--- src/rtl/usb_slave_pkg.sv ---
// Shared definitions for the USB slave send/receive packet engines:
// SIE control codes, PID nibbles, RxStatus bit positions and FSM encodings.
package usb_slave_pkg;

    localparam logic [7:0] CNTL_TX_PID = 8'h02;
    localparam logic [7:0] CNTL_RX_PID = 8'h02;
    localparam logic [7:0] CNTL_DATA   = 8'h03;
    localparam logic [7:0] CNTL_STOP   = 8'h04;

    localparam logic [3:0] PID_DATA0 = 4'h3;
    localparam logic [3:0] PID_DATA1 = 4'hb;
    localparam logic [3:0] PID_ACK   = 4'h2;
    localparam logic [3:0] PID_NAK   = 4'ha;
    localparam logic [3:0] PID_STALL = 4'he;

    localparam int RXST_CRC_ERR   = 0;
    localparam int RXST_BS_ERR    = 1;
    localparam int RXST_OVERFLOW  = 2;
    localparam int RXST_TIMEOUT   = 3;
    localparam int RXST_PID_ERR   = 4;
    localparam int RXST_DATA1     = 5;
    localparam int RXST_ACK       = 6;
    localparam int RXST_STALL     = 7;

    localparam logic [1:0] S_IDLE      = 2'd0;
    localparam logic [1:0] S_WAIT_PID  = 2'd1;
    localparam logic [1:0] S_WAIT_DATA = 2'd2;
    localparam logic [1:0] S_FINISH    = 2'd3;

    // A PID byte is valid when its upper nibble is the complement of the lower one.
    function automatic logic pid_check_ok(input logic [7:0] pid_byte);
        return (pid_byte[7:4] == ~pid_byte[3:0]);
    endfunction

endpackage

--- src/rtl/slave_get_packet.sv ---
// USB slave receive-packet controller: validates the PID, streams DATA0/DATA1
// payload into the RX FIFO and reports a status byte back to the control FSM.
module slave_get_packet
    import usb_slave_pkg::*;
#(
    parameter int TIMEOUT_CYCLES = 720,
    parameter int CNT_W          = 10
) (
    input  logic             clk,
    input  logic             rst,
    input  logic             getPacketEn,
    output logic             getPacketRdy,
    input  logic [7:0]       rxPktData,
    input  logic [7:0]       rxPktCntl,
    input  logic             rxPktWEn,
    input  logic             fifoFull,
    output logic [7:0]       fifoData,
    output logic             fifoWEn,
    output logic [3:0]       RxPID,
    output logic [7:0]       RxStatus,
    output logic [CNT_W-1:0] rxByteCount
);

    localparam int TMR_W = (TIMEOUT_CYCLES > 1) ? $clog2(TIMEOUT_CYCLES) : 1;
    localparam logic [TMR_W-1:0] TMR_LAST = TMR_W'(TIMEOUT_CYCLES - 1);

    logic [1:0]       r_state;
    logic             r_rdy;
    logic             r_fifo_wen;
    logic [7:0]       r_fifo_data;
    logic [3:0]       r_pid;
    logic [7:0]       r_status;
    logic [CNT_W-1:0] r_count;
    logic [TMR_W-1:0] r_timer;

    logic [1:0]       w_state;
    logic             w_rdy;
    logic             w_fifo_wen;
    logic [7:0]       w_fifo_data;
    logic [3:0]       w_pid;
    logic [7:0]       w_status;
    logic [CNT_W-1:0] w_count;
    logic [TMR_W-1:0] w_timer;

    logic             w_pid_strobe;
    logic             w_data_strobe;
    logic             w_stop_strobe;

    assign w_pid_strobe  = rxPktWEn && (rxPktCntl == CNTL_RX_PID);
    assign w_data_strobe = rxPktWEn && (rxPktCntl == CNTL_DATA);
    assign w_stop_strobe = rxPktWEn && (rxPktCntl == CNTL_STOP);

    // Next-state and next-output computation for the receive FSM.
    always_comb begin
        w_state     = r_state;
        w_rdy       = r_rdy;
        w_fifo_wen  = 1'b0;
        w_fifo_data = r_fifo_data;
        w_pid       = r_pid;
        w_status    = r_status;
        w_count     = r_count;
        w_timer     = r_timer;
        case (r_state)
            S_IDLE: begin
                if (getPacketEn) begin
                    w_state  = S_WAIT_PID;
                    w_rdy    = 1'b0;
                    w_status = 8'h00;
                    w_count  = {CNT_W{1'b0}};
                    w_timer  = {TMR_W{1'b0}};
                end else begin
                    w_state = S_IDLE;
                end
            end
            S_WAIT_PID: begin
                w_timer = r_timer + TMR_W'(1);
                // A PID strobe takes priority over a coincident timeout.
                if (w_pid_strobe) begin
                    w_pid = rxPktData[3:0];
                    if (!pid_check_ok(rxPktData)) begin
                        w_status[RXST_PID_ERR] = 1'b1;
                        w_state                = S_FINISH;
                    end else if ((rxPktData[3:0] == PID_DATA0) || (rxPktData[3:0] == PID_DATA1)) begin
                        w_status[RXST_DATA1] = (rxPktData[3:0] == PID_DATA1);
                        w_state              = S_WAIT_DATA;
                    end else begin
                        w_status[RXST_ACK]   = (rxPktData[3:0] == PID_ACK);
                        w_status[RXST_STALL] = (rxPktData[3:0] == PID_STALL);
                        w_state              = S_FINISH;
                    end
                end else if (r_timer == TMR_LAST) begin
                    w_status[RXST_TIMEOUT] = 1'b1;
                    w_state                = S_FINISH;
                end else begin
                    w_state = S_WAIT_PID;
                end
            end
            S_WAIT_DATA: begin
                if (w_data_strobe) begin
                    if (!fifoFull) begin
                        w_fifo_data = rxPktData;
                        w_fifo_wen  = 1'b1;
                        if (r_count != {CNT_W{1'b1}}) begin
                            w_count = r_count + CNT_W'(1);
                        end else begin
                            w_count = r_count;
                        end
                    end else begin
                        w_status[RXST_OVERFLOW] = 1'b1;
                    end
                end else if (w_stop_strobe) begin
                    w_status[1:0] = r_status[1:0] | rxPktData[1:0];
                    w_state       = S_FINISH;
                end else begin
                    w_state = S_WAIT_DATA;
                end
            end
            S_FINISH: begin
                w_rdy   = 1'b1;
                w_state = S_IDLE;
            end
            default: begin
                w_rdy   = 1'b1;
                w_state = S_IDLE;
            end
        endcase
    end

    // State and output registers with synchronous reset.
    always_ff @(posedge clk) begin
        if (rst) begin
            r_state     <= S_IDLE;
            r_rdy       <= 1'b1;
            r_fifo_wen  <= 1'b0;
            r_fifo_data <= 8'h00;
            r_pid       <= 4'h0;
            r_status    <= 8'h00;
            r_count     <= {CNT_W{1'b0}};
            r_timer     <= {TMR_W{1'b0}};
        end else begin
            r_state     <= w_state;
            r_rdy       <= w_rdy;
            r_fifo_wen  <= w_fifo_wen;
            r_fifo_data <= w_fifo_data;
            r_pid       <= w_pid;
            r_status    <= w_status;
            r_count     <= w_count;
            r_timer     <= w_timer;
        end
    end

    assign getPacketRdy = r_rdy;
    assign fifoWEn      = r_fifo_wen;
    assign fifoData     = r_fifo_data;
    assign RxPID        = r_pid;
    assign RxStatus     = r_status;
    assign rxByteCount  = r_count;

endmodule

--- config.mk ---
export PLATFORM = sky130hd
export DESIGN_NAME = slave_get_packet
export DESIGN_NICKNAME = d
export VERILOG_FILES = /design/src/rtl/usb_slave_pkg.sv /design/src/rtl/slave_get_packet.sv
export SDC_FILE = /design/constraint.sdc
export NUM_CORES = 1
export LEC_CHECK = 0
export CELL_PAD_IN_SITES_DETAIL_PLACEMENT = 1
export CELL_PAD_IN_SITES_GLOBAL_PLACEMENT = 1
export CORE_ASPECT_RATIO = 0.5
export CORE_MARGIN = 2
export CORE_UTILIZATION = 29
export DETAILED_ROUTE_END_ITERATION = 6
export PLACE_DENSITY = 0.69
export SYNTH_ARGS = -nofsm -noshare
export SYNTH_HDL_FRONTEND = slang
export SYNTH_SLANG_ARGS = --single-unit
export TNS_END_PERCENT = 5
--- constraint.sdc ---
create_clock -name clk -period 5.5 [get_ports clk]
set_clock_uncertainty 0.2 [all_clocks]
set_input_delay 1.375 -clock clk [delete_from_list [all_inputs] [get_ports clk]]
set_output_delay 1.375 -clock clk [all_outputs]
set_load 0.05 [all_outputs]
==> impl_results.md, run 1 <==
* Clk buf depth at 2
* Syn nets at 274
* R2R Setup Slk at ~2.6 ns
* Share of layout cells above drive strength 1 at 5.67%
* Die ar. at just over 8000 um2
* CP Class: input pin to register
* Clk_lat worst skew at 0.29 ns
* Synth top area share at 41.5%
* Routability cong. at 0.771
* Post-synth top flop: dfxtp_1
* Post-Syn Area at 2120 um2
* Max VDD drop at ~0.13 mV
* Arr. time, crit path at 3.79 ns
* CTS-repair resized insts at 0
* Clock power frac at between 40% and 50%
* Startpoint types: input pin
* Top cells by area, synth: dfxtp_1 42%, nor2_1 5.3%, a21oi_1 5.2%
* RSZ-0062 raised after global routing: false
* Cts hold-fix bufs at 0
* Status: finished, final reports clean
* Crit share post-route at about two thirds
* Slowest cell on the critical path: nand4_1
* CTS H-tree lvls at 2
* Async SR Flop Fraction at 0%
* Critical Path End Type: register
* CP required at 5.52 ns
* Critical path peak fanout at 11
* Dpl cell area at 2710 um2
* Root buf cell: clkbuf_16
* Avg WL per Cell at around 16 um
* DRT Pass-1 Iters at 4
* Period minus WS final at 3.78 ns
* Die height at 64.5 um
* Final hold violations at 0
* Avg Cell Area, Syn at 8.45 um2
* Die W at 125 um
* Combinational share of power at roughly a tenth
* Antenna violations before repair at 0
* Diodes inserted at 0
* Vias in the first global route at 2100
* TritonCTS clock tree: built
* Initial Util at between 30% and 40%
* Total wire length at roughly 6100 um
* Fin. max-slew vios at 0
* Max Fclk at 265 MHz
* Post-route ant nets at 0
* Final non-filler cell area at 2870 um2
* Slew Limit Headroom at 50.8%
* Via-per-instance ratio at 5.27
* Layout Utilization at a little over two fifths
* Clock sink total at 44
* Crit-path cells: clkdlybuf4s50_1 -> nor4bb_1 -> nand4_1 -> a21o_1 -> or3_1 -> a21oi_1
* Reg power frac at 46.2%
* Number of synthesized flops with an enable pin at 0
* Worst setup margin at around 1.7 ns
* Cell Rows at 21
* Switching pwr at 172 uW
* Setup-failing EPs final at 0
* Leakage at 0.000951 uW
* Yosys synthesis warning count at 0
* Hold Path Class: register to register
* PwrDens at 245 nW/um2
* IO buf count at 52
* Largest net degree at the start of global routing at ~40
* Number of post-CTS setup repair buffers at 0
* Max_cap viols at 0
* Synthesis-stage register bit count at 44
* Clk slew on worst S/H paths at 0.06 ns
* Worst path buffer plus inverter count at 1
* Pre-CTS WS at 1.42 ns
* Net Sw Frac at 24.5%
* Cts bufs inserted at 5
* Vias at 2064
* Core area at 6880 um2
* Sequential area share after synthesis at 41.5%
* Layout area overhead at 35.1%
* Top post-synthesis cells by count: 44 x dfxtp_1, 30 x nor2_1, 22 x a21oi_1, 22 x nand2_1, 16 x nand3_1
* Crit path max-delay family: simple AND/OR/NAND/NOR gates
* Leading area contributor after synthesis: dfxtp_1
* Cell variety after synth at 47
* Fin Setup TNS at 0 ns
* First-pass GRT wire length at 10300 um
* Most common cell in the netlist: dfxtp_1
* Global route total overflow at 0
* HPWL Detailed at 4450 um
* GRT Util Overall at 15.7%
* Initial detailed-routing violation count at about 100
* Nets at 322
* Max stage delay on crit path at 0.64 ns
* I/O pin count at between 50 and 60
* Worst slew pin tran at ~0.74 ns
* Mapped Cells at 251
* Drc violations at 0
* Internal power contribution at between 500 and 600 uW
## power by group through the flow
stage	Combinational, uW	Sequential, uW	Clock (uW)
3_5_place_dp	70.6	332	0
5_1_grt	77.0	325	333
6_report	70.7	325	307
2_1_floorplan	33.4	336	0
4_1_cts	71.1	325	319
3_3_place_gp	68.6	332	0
## metrics by stage
step	power, uW	hold WS (ns)	std cells
after detailed placement	403	0.265	384
after global placement	400	0.257	384
after floorplan	369	0.261	251
after global routing	735	0.296	392
after CTS	715	0.279	392
final	703	0.274	392
## final timing paths
kind / from / endpoint / depth (start not counted)
setup / recovery: fifoFull / rxByteCount[0] / 6
hold / removal: RxPID[2] / RxPID[2] / 2
setup reg to reg: register / rxByteCount[0] / 5
hold reg to reg: RxPID[2] / RxPID[2] / 2
## layout by cell type (no fill, tap or decap), types with 7 or more instances in the layout
cell,count
a21oi_1,22
nand2_1,22
o21ai_0,11
clkdlybuf4s50_1,52
mux2i_1,8
nor3_1,7
dfxtp_1,44
nand3_1,16
nor2_1,30
or4_1,7
## final cells by class
class	count	area, um2
tap	92	115
fill	807	4020
clock inverter	2	15.0
clock buffer	6	139
multi-input combinational	189	1160
sequential	44	881
timing repair buffer	54	536
inverter	5	18.8
## layer usage
| layer | part of all wire (%) | global-route usage (%) |
|---|---|---|
| met1 | 48 | 20.0 |
| met2 | 47 | 27.0 |
| met3 | 3.3 | 3.80 |
| met4 | 0.70 | 4.17 |
| met5 | 0 | 0 |
## worst min-delay path: stages (launching register included)
cell and delay, ns:
dfxtp_1 0.32, nand2_1 0.06, a21oi_1 0.05
## registers in the layout, indices dropped and copies added, names as in the netlist, named ones only
register,cells
fifoData,8
getPacketRdy,1
r_timer,10
fifoWEn,1
RxStatus,8
rxByteCount,10
RxPID,4
r_state,1
## logic make-up after synthesis
family          Yosys count  synth area share [%]
xor+xnor                  4                  1.65
flops                    44                  41.5
buf+inv                  18                  3.66
mux                      10                  4.83
compound gates           57                  17.0
fa+ha+maj                 2                  1.18
simple gates            116                  30.2
(Power assumes the default switching activity.)
==> inputs of run 2 (changes only) <==
PLACE_DENSITY = 0.72   (was 0.69)
clock period = 3.4 ns   (was 5.5 ns; I/O delays follow)
==> run 2 against run 1 <==
  * Critical path depth did not move
  * Sequential share of layout area decreased by 0.49 points
  * Global-route usage up 0.66 points
  * Count of clock-buffer cells in the layout did not move
  * First-iteration DRC count increased by 2.9%
  * Via count increased by 0.48%
  * Clock power is 88% higher
  * Total power grew 73%
  * Flip-flop and latch count unchanged
  * Utilization up 0.67 points
  * Die area is the same
  * Design area up 1.6%
  * Largest power group is now clock
  * Highest routed layer unchanged
==> impl_results.md, run 2 (same netlist as run 1, synthesis figures left out) <==
* Die ar. at 8060 um2 (unchanged)
* Largest net degree at the start of global routing at 22 (-46%)
* Via-per-instance ratio at 5.25 (-0.28%)
* Crit path max-delay family: simple AND/OR/NAND/NOR gates
* Fin. max-slew vios at 0 (unchanged)
* Worst slew pin tran at 0.729 ns (-0.00740 ns)
* Crit-path cells: clkdlybuf4s50_1 -> nor4_4 -> nand2_1 -> or4_1 -> a22oi_1 -> o32ai_1
* I/O pin count at 53 (unchanged)
* Root buf cell: clkbuf_16
* Layout area overhead at 37.3%
* IO buf count at 52 (unchanged)
* Final non-filler cell area at 2910 um2 (+1.6%)
* Status: finished, final reports clean
* Vias at 2074 (+0.48%)
* Share of layout cells above drive strength 1 at 6.60% (+0.93 points)
* Clock sink total at 44 (unchanged)
* Crit share post-route at 82.3%
* Number of post-CTS setup repair buffers at 0 (unchanged)
* Max Fclk at around 360 MHz
* Period minus WS final at ~2.8 ns
* Max stage delay on crit path at 0.58 ns (-0.06 ns)
* Max VDD drop at 0.232 mV (+81%)
* Initial Util at 30.8% (unchanged)
* Cts bufs inserted at 5 (unchanged)
* RSZ-0062 raised after global routing: false
* Die W at 125 um (unchanged)
* Critical Path End Type: register
* Avg WL per Cell at 15.6 um (-0.45%)
* Initial detailed-routing violation count at 105 (+2.9%)
* Startpoint types: input pin
* Cell Rows at 21 (unchanged)
* Die height at 64.5 um (unchanged)
* Critical path depth in cells at 6 (unchanged)
* Clk buf depth at 2 (unchanged)
* CP required at 3.37 ns (-2.15 ns)
* Worst r2r path cells at 5 (unchanged)
* Nets at 325 (+0.93%)
* Commonest cells after routing, fill and taps aside: 52 x clkdlybuf4s50_1, 44 x dfxtp_1, 30 x nor2_1
* Antenna violations before repair at 0 (unchanged)
* Total wire length at 6160 um (+0.31%)
* Clk_lat worst skew at 0.29 ns (about the same)
* Slowest cell on the critical path: or4_1
* Vias in the first global route at 2188 (+4.2%)
* PwrDens at 417 nW/um2 (+70%)
* Commonest non-fill, non-tap cell in the layout: clkdlybuf4s50_1
* Worst path buffer plus inverter count at 1 (unchanged)
* Leakage at 0.000982 uW (+3.3%)
* Final hold violations at 0 (unchanged)
* Dpl cell area at 2740 um2 (+0.83%)
* Routability cong. at 0.775 (+0.51%)
* Slew Limit Headroom at 51.3% (+0.54 points)
* CTS-repair resized insts at 0 (unchanged)
* HPWL Detailed at 4510 um (+1.3%)
* Cts hold-fix bufs at 0 (unchanged)
* Post-route ant nets at 0 (unchanged)
* Fin Setup TNS at 0 ns (unchanged)
* CTS H-tree lvls at 2 (unchanged)
* TritonCTS clock tree: built
* Arr. time, crit path at 2.76 ns (-1.03 ns)
* Drc violations at 0 (unchanged)
* Core area at 6880 um2 (unchanged)
* Hold Path Class: register to register
* Critical path peak fanout at 7 (-4)
* Setup-failing EPs final at 0 (unchanged)
* CP Class: input pin to register
* GRT Util Overall at 16.4% (+0.66 points)
* Diodes inserted at 0 (unchanged)
* Fillers at 830 (+2.9%)
* DRT Pass-1 Iters at 4 (unchanged)
* Max_cap viols at 0 (unchanged)
* Hold Path Stages at 2 (unchanged)
* Global route total overflow at 0 (unchanged)
* First-pass GRT wire length at 10700 um (+3.7%)
* Clk slew on worst S/H paths at 0.06 ns (about the same)
-- run 2: worst min-delay path, cell delays in order, from the launching register on --
cell     delay [ns]
dfxtp_1        0.31
nand2_1        0.05
a21oi_1        0.05
-- run 2: power by group --
group          total (uW)  switching (uW)  leakage (uW)  internal [uW]
Clock                 576             207     0.0000871            368
Sequential            525            5.01      0.000355            520
Combinational         116            68.4      0.000540           47.2
Total                1220             281      0.000982            936
-- run 2: area by class of cell --
cell class | instances | area [um2] | share of cell area (%)
Multi-Input combinational cell | 189 | 1160 | 39.9
Inverter | 5 | 18.8 | 0.644
Clock inverter | 2 | 38.8 | 1.33
Timing Repair Buffer | 57 | 558 | 19.1
Clock buffer | 6 | 139 | 4.77
Sequential cell | 44 | 881 | 30.2
Tap cell | 92 | 115 | 3.95
-- run 2: per-stage QoR --
stage	power, uW	setup WS, ns	hold slack (ns)	utilization [%]	cells
final	1220	0.603	0.261	42.3	395
after detailed placement	652	0.303	0.254	39.7	387
after global placement	649	0.395	0.264	39.7	387
after CTS	1230	0.590	0.266	42.3	395
after floorplan	598	0.991	0.261	-	251
after global routing	1270	0.482	0.306	42.3	395
-- run 2: path summary, 6_finish.rpt --
| kind | from | endpoint | slack, ns |
|---|---|---|---|
| worst max register to register | register | rxByteCount[3] | 0.99 |
| worst min register to register | RxPID[3] | RxPID[3] | 0.26 |
| worst max-delay path | rxPktCntl[3] | RxStatus[6] | 0.60 |
| worst min-delay path | RxPID[3] | RxPID[3] | 0.26 |
-- run 2: layer usage --
layer | up-vias | track usage, % | routed length, um
met4 | 0 | 5.28 | 97
li1 | 1020 | - | -
met5 | - | 0 | 0
met3 | 9 | 3.63 | 250
met2 | 37 | 28.1 | 2850
met1 | 1008 | 20.8 | 2970
==> inputs of run 3 (changes only) <==
PLACE_DENSITY = 0.69   (was 0.72)
clock period = 2.6 ns   (was 3.4 ns; I/O delays follow)
==> run 3 against run 2 <==
  * Design area up 6.0%
  * Final cell count grew 4.6%
  * Total power is 38% higher
  * Setup slack got worse by 0.48 ns
  * Non-clock buffer count rose by 19
  * Register-to-register slack got worse by 0.47 ns
  * Utilization is 2.5 points higher
  * Critical path depth rose by 1
  * Flip-flop and latch count is the same
  * First-iteration DRC count grew 9.5%
  * Sequential share of layout area down 1.7 points
  * Hold slack lost 0.0024 ns
  * Largest cell class unchanged
  * Highest routed layer unchanged
==> impl_results.md, run 3 (same netlist as run 1, synthesis figures left out) <==
* Status: finished, final reports clean
* CTS-repair resized insts at 0 (unchanged)
* Commonest cells after routing, fill and taps aside: 52 x clkdlybuf4s50_1, 44 x dfxtp_1, 30 x nor2_1
* Startpoint types: input pin
* Worst setup margin at 0.119 ns (-0.484 ns)
* Clk slew on worst S/H paths at 0.06 ns (about the same)
* IO buf count at 52 (unchanged)
* Slew Limit Headroom at 65.7% (+14 points)
* Core area at 6880 um2 (unchanged)
* Final hold violations at 0 (unchanged)
* Max Fclk at just over 400 MHz
* Share of layout cells above drive strength 1 at 12.5% (+5.9 points)
* Met1 wire length at 3000 um (+1.2%)
* DRT Pass-1 Iters at 4 (unchanged)
* Post-route ant nets at 0 (unchanged)
* Reg area at 881 um2 (unchanged)
* First-pass GRT wire length at 10600 um (-0.71%)
* Die height at 64.5 um (unchanged)
* R2r startpoint: r_state[0]
* CP startpoint: rxPktCntl[3]
* Nets at 344 (+5.8%)
* I/O pin count at 53 (unchanged)
* Cts bufs inserted at 5 (unchanged)
* Fillers at 820 (-1.2%)
* CTS H-tree lvls at 2 (unchanged)
* Worst r2r path cells at 5 (unchanged)
* Vias in the first global route at 2160 (-1.3%)
* Pre-CTS WS at -0.214 ns (-0.517 ns)
* Worst slew pin tran at 0.513 ns (-0.216 ns)
* Max_cap viols at 0 (unchanged)
* Diodes inserted at 0 (unchanged)
* Die W at 125 um (unchanged)
* Worst hold slack at 0.259 ns (-0.00237 ns)
* Critical Path End Type: register
* Routability cong. at 0.781 (+0.85%)
* Multi-input logic area at 1170 um2 (+0.97%)
* Initial detailed-routing violation count at 115 (+9.5%)
* FF-to-FF End: RxPID[3]
* Commonest non-fill, non-tap cell in the layout: clkdlybuf4s50_1
* Critical path peak fanout at 4 (-3)
* Vias at 2133 (+2.8%)
* Worst Min Path Start: RxPID[1]
* Crit share post-route at a little over nine tenths
* Die ar. at 8060 um2 (unchanged)
* R2R Setup Slk at 0.52 ns (-0.47 ns)
* GRT Util Overall at 16.4% (about the same)
* Tot Pwr at 1680 uW (+38%)
* Max VDD drop at 0.208 mV (-10%)
* Clk buf depth at 2 (unchanged)
* Total wire length at 6350 um (+3.1%)
* Number of post-CTS setup repair buffers at 0 (unchanged)
* Leakage at 0.00108 uW (+10%)
* TritonCTS clock tree: built
* Setup-failing EPs final at 0 (unchanged)
* Root buf cell: clkbuf_16
* Via-per-instance ratio at 5.16 (-1.6%)
* Drc violations at 0 (unchanged)
* CP required at 2.57 ns (-0.80 ns)
* PwrDens at 544 nW/um2 (+30%)
* Cts hold-fix bufs at 0 (unchanged)
* Period minus WS final at about 2.5 ns
* Global route total overflow at 0 (unchanged)
* HPWL Detailed at 4600 um (+2.0%)
* RSZ-0062 raised after global routing: false
* CP Class: input pin to register
* Hold Path Stages at 2 (unchanged)
* Layout area overhead at 45.5%
* Initial Util at 30.8% (unchanged)
* Largest net degree at the start of global routing at 47 (+110%)
* Highest routed layer: met4
* Cell Rows at 21 (unchanged)
* Met3 wire len at 282 um (+13%)
* Antenna violations before repair at 0 (unchanged)
* Avg WL per Cell at 15.4 um (-1.4%)
* Hold Path Class: register to register
* Fin. max-slew vios at 0 (unchanged)
* Clk_lat worst skew at 0.29 ns (about the same)
* Hold Path Sink: RxPID[1]
* Clock sink total at 44 (unchanged)
* Arr. time, crit path at 2.45 ns (-0.31 ns)
* Met2 WL at 2990 um (+5.2%)
run 3: per-stage QoR:
step / util, % / TNS [ns] / instances / instance area (um2)
floorplan: - / 0 / 251 / 2120
global placement: 42.0 / -0.955 / 406 / 2890
detailed placement: 42.0 / -1.97 / 406 / 2890
CTS: 44.7 / 0 / 413 / 3080
global route: 44.9 / 0 / 413 / 3090
finish: 44.9 / 0 / 413 / 3090
run 3: worst max-delay path by stage:
stage                     end
4_1_cts           RxStatus[6]
5_1_grt        rxByteCount[0]
3_3_place_gp      RxStatus[6]
2_1_floorplan     RxStatus[6]
3_5_place_dp      RxStatus[6]
6_report             RxPID[3]
run 3: per-layer routing:
metal / up-vias / track usage, %
met2: 36 / 28.3
met3: 5 / 4.29
met1: 1037 / 20.2
li1: 1055 / -
met5: - / 0
met4: 0 / 5.42
run 3: report_power, final:
part           internal [uW]  switching [uW]
logic                   83.1            95.1
registers                681            6.76
clock network            545             269
total                   1310             371
run 3: final cells by class:
class | instances | area share [%]
flip-flops and latches | 44 | 28.5
clock buffers | 5 | 4.05
multi-input cells | 189 | 38.0
clock inverters | 2 | 1.94
inverters | 5 | 0.608
well taps | 92 | 3.73
repair buffers | 76 | 23.1
run 3: critical path: stages:
cell             delay, ns
clkdlybuf4s50_1       0.44
nor4_4                0.34
nand2_1               0.14
or4_1                 0.54
buf_4                 0.20
nand2_1               0.06
a21oi_1               0.06
